==> config.mk <==
export PLATFORM = sky130hd
export DESIGN_NAME = stage_sequencer_flat
export DESIGN_NICKNAME = d
export VERILOG_FILES = /design/src/rtl/stage_sequencer_if.sv /design/src/rtl/stage_sequencer.sv /design/src/flat_wrapper.sv
export SDC_FILE = /design/constraint.sdc
export NUM_CORES = 1
export LEC_CHECK = 0
export ABC_CLOCK_PERIOD_IN_PS = 6800
export BUFFER_PORTS_ARGS = -buffer_cell sky130_fd_sc_hd__buf_2
export CELL_PAD_IN_SITES_DETAIL_PLACEMENT = 2
export CELL_PAD_IN_SITES_GLOBAL_PLACEMENT = 2
export CORE_ASPECT_RATIO = 0.9
export CORE_MARGIN = 1
export CORE_UTILIZATION = 29
export CTS_BUF_LIST = sky130_fd_sc_hd__clkbuf_4 sky130_fd_sc_hd__clkbuf_8
export DETAILED_ROUTE_END_ITERATION = 8
export GPL_ROUTABILITY_DRIVEN = 1
export PLACE_DENSITY_LB_ADDON = 0.1
export SETUP_SLACK_MARGIN = 0.02
export SYNTH_ARGS = -nofsm -noshare
export SYNTH_HDL_FRONTEND = slang
export SYNTH_SLANG_ARGS = --single-unit
==> constraint.sdc <==
create_clock -name clk -period 6.8 [get_ports clk]
set_clock_uncertainty 0.15 [all_clocks]
set_input_delay 1.02 -clock clk [delete_from_list [all_inputs] [get_ports clk]]
set_output_delay 1.02 -clock clk [all_outputs]
set_load 0.005 [all_outputs]
==> src/rtl/stage_sequencer_if.sv <==
// Sequencer <-> core signal bundle: stage strobes, memory handshake, halt control and counters.
interface stage_sequencer_if #(
  parameter int STAGES = 5,
  parameter int CNT_W  = 32
);
  localparam int IDX_W = (STAGES > 1) ? $clog2(STAGES) : 1;

  logic              stall;
  logic [STAGES-1:0] skip_mask;
  logic              mem_ack;
  logic              halt_req;
  logic [STAGES-1:0] stage_en;
  logic [IDX_W-1:0]  stage_idx;
  logic              mem_req;
  logic              retire;
  logic              halted;
  logic              fault;
  logic [CNT_W-1:0]  retired_cnt;
  logic [CNT_W-1:0]  cycle_cnt;

  modport master (
    input  stall, skip_mask, mem_ack, halt_req,
    output stage_en, stage_idx, mem_req, retire, halted, fault, retired_cnt, cycle_cnt
  );

  modport slave (
    output stall, skip_mask, mem_ack, halt_req,
    input  stage_en, stage_idx, mem_req, retire, halted, fault, retired_cnt, cycle_cnt
  );
endinterface

==> src/rtl/stage_sequencer.sv <==
// Multi-cycle stage sequencer: one-cycle stage strobes with decode-time skipping,
// memory-stage request/ack with timeout fault, halt at retire, retire/cycle counters.
module stage_sequencer #(
  parameter int STAGES    = 5,
  parameter int DEC_STAGE = 1,
  parameter int MEM_STAGE = 3,
  parameter int TIMEOUT   = 15,
  parameter int CNT_W     = 32
) (
  input logic              clk,
  input logic              rst,
  stage_sequencer_if.master bus
);
  localparam int IDX_W  = (STAGES > 1) ? $clog2(STAGES) : 1;
  localparam int WAIT_W = (TIMEOUT > 1) ? $clog2(TIMEOUT + 1) : 1;

  typedef enum logic [1:0] {ST_RUN, ST_WAIT, ST_HALT, ST_FAULT} state_e;

  state_e            state_q, state_d;
  logic [IDX_W-1:0]  cur_q, cur_d;
  logic [STAGES-1:0] skip_q, skip_d;
  logic [WAIT_W-1:0] wait_cnt_q, wait_cnt_d;
  logic [CNT_W-1:0]  retired_cnt_q, retired_cnt_d;
  logic [CNT_W-1:0]  cycle_cnt_q, cycle_cnt_d;

  logic              strobe, req, last, found;
  logic [STAGES-1:0] mask;
  logic [IDX_W-1:0]  nxt;

  always_comb begin
    state_d       = state_q;
    cur_d         = cur_q;
    skip_d        = skip_q;
    wait_cnt_d    = wait_cnt_q;
    retired_cnt_d = retired_cnt_q;
    cycle_cnt_d   = cycle_cnt_q;
    strobe        = 1'b0;
    req           = 1'b0;
    last          = 1'b0;
    found         = 1'b0;
    nxt           = '0;
    // The decode strobe must see the incoming mask, not the stale latched one.
    mask          = (cur_q == IDX_W'(DEC_STAGE)) ? bus.skip_mask : skip_q;

    unique case (state_q)
      ST_RUN: begin
        cycle_cnt_d = cycle_cnt_q + CNT_W'(1);
        if (!bus.stall) begin
          if (cur_q == IDX_W'(MEM_STAGE)) begin
            req = 1'b1;
            if (bus.mem_ack) begin
              strobe = 1'b1;
            end else begin
              state_d    = (TIMEOUT == 1) ? ST_FAULT : ST_WAIT;
              wait_cnt_d = WAIT_W'(1);
            end
          end else begin
            strobe = 1'b1;
          end
        end
      end
      ST_WAIT: begin
        cycle_cnt_d = cycle_cnt_q + CNT_W'(1);
        req         = 1'b1;
        if (bus.mem_ack) begin
          strobe  = 1'b1;
          state_d = ST_RUN;
        end else begin
          wait_cnt_d = wait_cnt_q + WAIT_W'(1);
          if (TIMEOUT != 0 && 32'(wait_cnt_d) == 32'(TIMEOUT)) state_d = ST_FAULT;
        end
      end
      ST_HALT: begin
        if (!bus.halt_req) state_d = ST_RUN;
      end
      ST_FAULT: begin
      end
      default: state_d = ST_RUN;
    endcase

    if (strobe) begin
      wait_cnt_d = '0;
      if (cur_q == IDX_W'(DEC_STAGE)) skip_d = bus.skip_mask;
      if (cur_q < IDX_W'(DEC_STAGE)) begin
        nxt   = cur_q + IDX_W'(1);
        found = 1'b1;
      end else begin
        for (int unsigned j = 0; j < STAGES; j++) begin
          if (!found && j > 32'(cur_q) && !mask[j]) begin
            nxt   = IDX_W'(j);
            found = 1'b1;
          end
        end
      end
      if (found) begin
        cur_d = nxt;
      end else begin
        last          = 1'b1;
        cur_d         = '0;
        retired_cnt_d = retired_cnt_q + CNT_W'(1);
        if (bus.halt_req) state_d = ST_HALT;
      end
    end

    if (rst) begin
      strobe = 1'b0;
      req    = 1'b0;
      last   = 1'b0;
    end
  end

  always_ff @(posedge clk) begin
    if (rst) begin
      state_q       <= ST_RUN;
      cur_q         <= '0;
      skip_q        <= '0;
      wait_cnt_q    <= '0;
      retired_cnt_q <= '0;
      cycle_cnt_q   <= '0;
    end else begin
      state_q       <= state_d;
      cur_q         <= cur_d;
      skip_q        <= skip_d;
      wait_cnt_q    <= wait_cnt_d;
      retired_cnt_q <= retired_cnt_d;
      cycle_cnt_q   <= cycle_cnt_d;
    end
  end

  assign bus.stage_en    = strobe ? (STAGES'(1) << cur_q) : '0;
  assign bus.stage_idx   = cur_q;
  assign bus.mem_req     = req;
  assign bus.retire      = last;
  assign bus.halted      = (state_q == ST_HALT);
  assign bus.fault       = (state_q == ST_FAULT);
  assign bus.retired_cnt = retired_cnt_q;
  assign bus.cycle_cnt   = cycle_cnt_q;
endmodule

==> src/flat_wrapper.sv <==
// flat-port wrapper written by rule: the top's interface ports become plain ports
module stage_sequencer_flat 
#(
  parameter int STAGES    = 5,
  parameter int DEC_STAGE = 1,
  parameter int MEM_STAGE = 3,
  parameter int TIMEOUT   = 15,
  parameter int CNT_W     = 32
)
  (clk, rst, bus_stall, bus_skip_mask, bus_mem_ack, bus_halt_req, bus_stage_en, bus_stage_idx, bus_mem_req, bus_retire, bus_halted, bus_fault, bus_retired_cnt, bus_cycle_cnt);
  stage_sequencer_if #(.STAGES(STAGES), .CNT_W(CNT_W)) bus_i ();
  input logic clk;
  input logic rst;
  input wire logic [$bits(bus_i.stall)-1:0] bus_stall;
  input wire logic [$bits(bus_i.skip_mask)-1:0] bus_skip_mask;
  input wire logic [$bits(bus_i.mem_ack)-1:0] bus_mem_ack;
  input wire logic [$bits(bus_i.halt_req)-1:0] bus_halt_req;
  output wire logic [$bits(bus_i.stage_en)-1:0] bus_stage_en;
  output wire logic [$bits(bus_i.stage_idx)-1:0] bus_stage_idx;
  output wire logic [$bits(bus_i.mem_req)-1:0] bus_mem_req;
  output wire logic [$bits(bus_i.retire)-1:0] bus_retire;
  output wire logic [$bits(bus_i.halted)-1:0] bus_halted;
  output wire logic [$bits(bus_i.fault)-1:0] bus_fault;
  output wire logic [$bits(bus_i.retired_cnt)-1:0] bus_retired_cnt;
  output wire logic [$bits(bus_i.cycle_cnt)-1:0] bus_cycle_cnt;
  assign bus_i.stall = bus_stall;
  assign bus_i.skip_mask = bus_skip_mask;
  assign bus_i.mem_ack = bus_mem_ack;
  assign bus_i.halt_req = bus_halt_req;
  assign bus_stage_en = bus_i.stage_en;
  assign bus_stage_idx = bus_i.stage_idx;
  assign bus_mem_req = bus_i.mem_req;
  assign bus_retire = bus_i.retire;
  assign bus_halted = bus_i.halted;
  assign bus_fault = bus_i.fault;
  assign bus_retired_cnt = bus_i.retired_cnt;
  assign bus_cycle_cnt = bus_i.cycle_cnt;
  stage_sequencer #(.STAGES(STAGES), .DEC_STAGE(DEC_STAGE), .MEM_STAGE(MEM_STAGE), .TIMEOUT(TIMEOUT), .CNT_W(CNT_W)) u_core (.clk(clk), .rst(rst), .bus(bus_i));
endmodule
==> reports/metrics.csv, run 1 <==
stage;metric;value;unit
detailed_routing;drcViolationCount;0;
grt;grt_max_degree;64;
layout;fill_cells;1485;
cts;cts.sinks;76;
yosys;synth_nets;481;
cts;clk-insertion-delay-late;0.37;ns
yosys;synthArstFlopShare;0;%
cts;postCtsHoldBufs;0;
cts;clk_pin_slew;0.08;ns
yosys;synth_top_family_by_area;simple AND/OR/NAND/NOR gates;
layout;diodes;0;
sta;setup_viol;0;
yosys;ys_ff_latch;76;
flow_run;maxCapViolations;0;
yosys;ys_types;52;
cts;cts_buffer_depth;2;
power_and_ir_drop;p_leak;1.719;nW
detailed_routing;vias;3772;
sta;fin_crit_sh;58.63;%
sta;hold_violations;0;
yosys;seq_area_frac_synth;39.31;%
layout;syn2layout_area_growth;18.46;%
detailed_routing;wl_per_cell;17.06;um
yosys;synthAdderAreaFrac;2.910;%
sta;tightest_slew;1.051;ns
yosys;yosys.area.top_type_share;39.31;%
floorplanning;num_rows;39;
cts;cts_resized;0;
floorplanning;coreArea;12830;um^2
critical_path;cp-start-kind;input pin;
critical_path;crit_required;5.63;ns
critical_path;critical_path_class;in2out;
min_path;hp-class;reg2reg;
detailed_routing;routed_via_density;5.366;
yosys;synth_xor_area_share;7.242;%
layout;drive_gt1_share;20.41;%
outcome;status;finished, final reports clean;
yosys;synth_mux_area_share;2.716;%
yosys;synth_simple_gate_area_share;30.33;%
cts;cts_setup_buffers;0;
layout;final_nets;554;
floorplanning;die_x;123.8;um
power_and_ir_drop;ir_drop;107.7;uV
sta;fmax;0.2508;GHz
layout;final_common_cell;buf_2;
yosys;netlist_area;3870;um^2
grt;grt_overflow;0;
detailed_routing;dr.first_iter.drc_count;70;
grt;grt_pass1_vias;3914;
grt;antenna_found_initial;0;
place;dp_slack;2.808;ns
sta;period_minus_slack;3.987;ns
critical_path;arrival;2.82;ns
place;place_inst;688;
sta;setup-tns-final;0;ns
detailed_routing;wl;11990;um
floorplanning;die_h;111.6;um
sta;rsz0062_at_grt;no;
yosys;yosys-top-cells-area;dfxtp_1, nor2_1, a21oi_1, xnor2_1, nand3_1;
power_and_ir_drop;power_density;186.9;nW/um^2
critical_path;crit_path_end_kind;primary output;
floorplanning;dieArea;13810;um^2
yosys;synth_cells;462;
detailed_routing;dr.pass1.iters;4;
floorplanning;initial_core_util;30.16;%
place;port_buffers;83;
cts;cts-root-buf;clkbuf_8;
cts;h-tree-depth;3;
grt;grt_use_total;18.52;%
yosys;synth.avg_cell_area;8.377;um^2
floorplanning;ios;86;
layout;fin_cells;703;
grt;grt_first_pass_wirelength;20070;um
cts;cts_tree;yes;
sta;slew_viol_final;0;
yosys;yosysTopAreaCell;dfxtp_1;
sta;maxSlewHeadroom;29.26;%
layout;layout_common_cells;buf_2, dfxtp_1, nor2_1, a21oi_1, nand3_1;
detailed_routing;ant_nets;0;
critical_path;cp_max_fo;13;
yosys;synth_edf_count;0;
place;detailed_place_hpwl;8601;um
cts;cts_made_buffers;9;
yosys;synth_ff_type;dfxtp_1;
place;place.gp.congestion;0.7495;
yosys;synth_compound_area_share;13.22;%
yosys;ys.warnings.count;0;
sta;finalWorstSetupSlack;2.813;ns
## synthesized netlist by cell type, types with 2 or more instances
master / number
or3_1: 19
clkbuf_1: 18
nor2_1: 53
nand3b_1: 2
and2_1: 7
o21ai_1: 2
or2_2: 2
mux2_2: 2
o31ai_1: 13
mux2_1: 2
nand4_1: 14
nand4b_1: 2
nor4_1: 13
nand3_1: 27
xnor2_1: 20
xor2_1: 12
nor2b_1: 6
buf_2: 3
and3_1: 3
a21oi_1: 37
o21ai_0: 18
or4_1: 14
a211oi_1: 5
nand2_1: 18
inv_1: 16
dfxtp_1: 76
and4_1: 7
nor3_1: 13
mux2i_1: 6
a2bb2oi_1: 2
ha_1: 9
## through the flow
step                cell area, um^2  utilization (%)  hold WS (ns)  power, mW
CTS                            4584            35.72        0.3556     0.8768
global route                   4584            35.72        0.3866     0.9010
global placement               4408            34.35        0.3067     0.5388
detailed placement             4408            34.35        0.3428     0.5430
finish                         4584            35.72        0.3487     0.8569
floorplan                      3870                -        0.3093     0.5169
## sequential cells by signal (all words and copies together) (netlist names)
signal / count
u_core.skip_q: 3
u_core.wait_cnt_q: 4
u_core.bus.retired_cnt: 32
u_core.bus.cycle_cnt: 32
u_core.bus.stage_idx: 3
u_core.state_q: 2
## critical path: stages
cell and delay, ns:
buf_2 0.13, and4bb_1 0.27, or4_1 0.77, nor3_1 0.33
and2_1 0.19, buf_2 0.11
## power by group
group / internal, mW / switching (mW) / leakage [nW]
registers: 0.449 / 0.00954 / 0.613
clock network: 0.158 / 0.168 / 0.0961
logic: 0.0281 / 0.0444 / 1.01
## cells by family after synthesis
kind of cell    Yosys count
xor+xnor                 32
flops                    76
compound gates           85
simple gates            210
fa+ha+maj                 9
buf+inv                  40
mux                      10
## layout make-up
cell class,count,area (um^2),area share [%]
Tap cell,164,205.2,4.476
Multi-Input combinational cell,346,2183,47.63
Inverter,16,60.06,1.310
Timing Repair Buffer,86,437.9,9.552
Clock buffer,13,166.4,3.630
Sequential cell,76,1521,33.19
Clock inverter,2,10.01,0.2183
## worst paths after layout
check,end,depth (start not counted),startpoint,slack [ns]
worst max-delay path,bus_stage_en[1],6,bus_mem_ack,2.81
worst max register to register,u_core.bus.retired_cnt[10]$_SDFFE_PP0P_,7,u_core.bus.stage_idx[1]$_SDFFE_PP0P_,3.58
worst min register to register,u_core.bus.retired_cnt[29]$_SDFFE_PP0P_,2,u_core.bus.retired_cnt[29]$_SDFFE_PP0P_,0.35
worst min-delay path,u_core.bus.retired_cnt[29]$_SDFFE_PP0P_,2,u_core.bus.retired_cnt[29]$_SDFFE_PP0P_,0.35
## per-layer routing
layer / share of wire [%] / GRT usage (%) / vias to the layer above
met3: 4.0 / 5.328 / 8
met2: 47 / 29.52 / 55
met1: 48 / 24.34 / 1885
met4: 0.77 / 4.578 / 0
li1: - / - / 1824
met5: 0 / 0 / -
No activity file was read; power rests on OpenSTA's default activity.
==> run 2, diff against run 1 <==
--- a/config.mk
+++ b/config.mk
@@ -5,7 +5,7 @@
 export SDC_FILE = /design/constraint.sdc
 export NUM_CORES = 1
 export LEC_CHECK = 0
-export ABC_CLOCK_PERIOD_IN_PS = 6800
+export ABC_CLOCK_PERIOD_IN_PS = 3690
 export BUFFER_PORTS_ARGS = -buffer_cell sky130_fd_sc_hd__buf_2
 export CELL_PAD_IN_SITES_DETAIL_PLACEMENT = 2
 export CELL_PAD_IN_SITES_GLOBAL_PLACEMENT = 2
==> constraint.sdc (replaced) <==
create_clock -name clk -period 3.69 [get_ports clk]
set_clock_uncertainty 0.15 [all_clocks]
set_input_delay 0.5535 -clock clk [delete_from_list [all_inputs] [get_ports clk]]
set_output_delay 0.5535 -clock clk [all_outputs]
set_load 0.005 [all_outputs]
==> run 2 against run 1 <==
  * Sequential share of layout area down 0.19 points
  * Global-route usage about the same
  * Clock-buffer cell count up 1
  * Sequential cell count unchanged
  * Core utilization up 0.20 points
  * Combinational power up 94%
  * First-iteration DRC count up 54%
  * Setup slack worse by 2.5 ns
  * Largest cell class unchanged
  * Highest routed layer unchanged
==> reports/metrics.csv, run 2 (synthesis gave the netlist of run 1 again) <==
stage;metric;value;unit;change
outcome;status;finished, final reports clean;;unchanged
power_and_ir_drop;ir_drop;146.7;uV;was 107.7 uV
sta;hold_violations;0;;unchanged
detailed_routing;wl_per_cell;16.92;um;was 17.06 um
detailed_routing;drcViolationCount;0;;unchanged
sta;fmax;0.2942;GHz;
grt;grt_first_pass_wirelength;19980;um;was 20070 um
grt;grt_max_degree;71;;was 64
grt;grt_pass1_vias;3919;;was 3914
cts;cts_made_buffers;9;;unchanged
floorplanning;ios;86;;unchanged
flow_run;maxCapViolations;0;;unchanged
layout;layout_common_cells;buf_2, dfxtp_1, nor2_1, a21oi_1, nand3_1;;unchanged
detailed_routing;ant_nets;0;;unchanged
detailed_routing;dr.first_iter.drc_count;108;;was 70
critical_path;cp_max_fo;30;;was 13
cts;h-tree-depth;3;;unchanged
detailed_routing;wl;11980;um;was 11990 um
cts;cts_buffer_depth;2;;unchanged
grt;grt_use_total;18.57;%;was 18.52%
critical_path;critical_path_class;reg2out;;was in2out
sta;holdWs;0.2843;ns;was 0.3487 ns
cts;cts_tree;yes;;unchanged
floorplanning;dieArea;13810;um^2;unchanged
layout;final_common_cell;buf_2;;unchanged
place;detailed_place_hpwl;8483;um;was 8601 um
layout;final_nets;557;;was 554
cts;clk_pin_slew;0.08;ns;about the same
floorplanning;die_h;111.6;um;unchanged
place;dp_slack;0.6224;ns;was 2.808 ns
cts;cts-root-buf;clkbuf_8;;unchanged
sta;rsz0062_at_grt;no;;unchanged
cts;clk-insertion-delay-late;0.37;ns;about the same
place;place_inst;691;;was 688
sta;setup_viol;0;;unchanged
sta;fin_crit_sh;92.13;%;
place;placed_area;4431;um^2;was 4408 um^2
sta;period_minus_slack;3.400;ns;
cts;cts_setup_buffers;0;;unchanged
detailed_routing;vias;3762;;was 3772
sta;tightest_slew;0.8492;ns;was 1.051 ns
sta;maxSlewHeadroom;42.91;%;was 29.26%
floorplanning;initial_core_util;30.16;%;unchanged
place;port_buffers;83;;unchanged
critical_path;crit_required;2.99;ns;was 5.63 ns
floorplanning;coreArea;12830;um^2;unchanged
floorplanning;die_x;123.8;um;unchanged
cts;cts.sinks;76;;unchanged
layout;fin_cells;708;;was 703
place;place.gp.congestion;0.7556;;was 0.7495
power_and_ir_drop;power_density;343.3;nW/um^2;was 186.9 nW/um^2
layout;design_area;4611;um^2;was 4584 um^2
min_path;hp-class;in2reg;;was reg2reg
sta;finalWorstSetupSlack;0.2904;ns;was 2.813 ns
grt;antenna_found_initial;1;;was 0
critical_path;arrival;2.70;ns;was 2.82 ns
grt;grt_overflow;0;;unchanged
sta;slew_viol_final;0;;unchanged
sta;setup-tns-final;0;ns;unchanged
layout;syn2layout_area_growth;19.14;%;was 18.46%
critical_path;cp-start-kind;register;;was input pin
layout;drive_gt1_share;20.99;%;was 20.41%
critical_path;crit_path_end_kind;primary output;;unchanged
detailed_routing;routed_via_density;5.314;;was 5.366
power_and_ir_drop;p_leak;1.737;nW;was 1.719 nW
detailed_routing;dr.pass1.iters;4;;unchanged
cts;cts_resized;0;;unchanged
cts;postCtsHoldBufs;0;;unchanged
floorplanning;num_rows;39;;unchanged
[run 2: cell count changes in the layout (fill, tap and decap cells not counted), sizes merged]
cell    previous run  this run
clkbuf            13        14
buf               86        89
diode              0         1
[run 2: path summary, 6_finish.rpt]
| check | from | end | slack (ns) | depth (start not counted) |
|---|---|---|---|---|
| worst min register to register | u_core.bus.retired_cnt[31]$_SDFFE_PP0P_ | u_core.bus.retired_cnt[31]$_SDFFE_PP0P_ | 0.34 | 2 |
| worst max register to register | u_core.bus.stage_idx[0]$_SDFFE_PP0P_ | u_core.bus.retired_cnt[10]$_SDFFE_PP0P_ | 0.59 | 6 |
| worst max-delay path | u_core.bus.stage_idx[0]$_SDFFE_PP0P_ | bus_retire | 0.29 | 7 |
| worst min-delay path | bus_mem_ack | u_core.state_q[0]$_SDFF_PP0_ | 0.28 | 2 |
[run 2: layer usage]
metal,track usage [%],vias up,part of all wire (%)
met5,0,-,0
met3,4.918,10,4.0
met1,23.53,1863,47
met4,5.622,0,1.2
li1,-,1838,-
met2,30.44,51,48
[run 2: final cells by class]
class,instances,area (um^2)
diodes,1,2.502
clock buffers,14,167.7
clock inverters,2,10.01
fillers,1505,8223
inverters,16,60.06
multi-input cells,346,2183
flip-flops and latches,76,1521
well taps,164,205.2
repair buffers,89,460.4
[run 2: worst max-delay path, cell delays in order (launching register included)]
cell,delay [ns]
dfxtp_1,0.56
ha_1,0.43
mux2_2,0.26
a2bb2oi_1,0.43
nand3_1,0.14
buf_4,0.25
nor2_1,0.10
buf_2,0.14
[run 2: where the power goes]
group,switching [mW],internal (mW)
logic,0.0865,0.0544
clock network,0.311,0.291
registers,0.0113,0.828
total,0.409,1.17
[run 2: stage by stage]
step           utilization (%)  total power [mW]
2_1_floorplan                -            0.9525
3_5_place_dp             34.52             1.002
5_1_grt                  35.91             1.671
3_3_place_gp             34.52            0.9964
4_1_cts                  35.91             1.616
6_report                 35.93             1.583
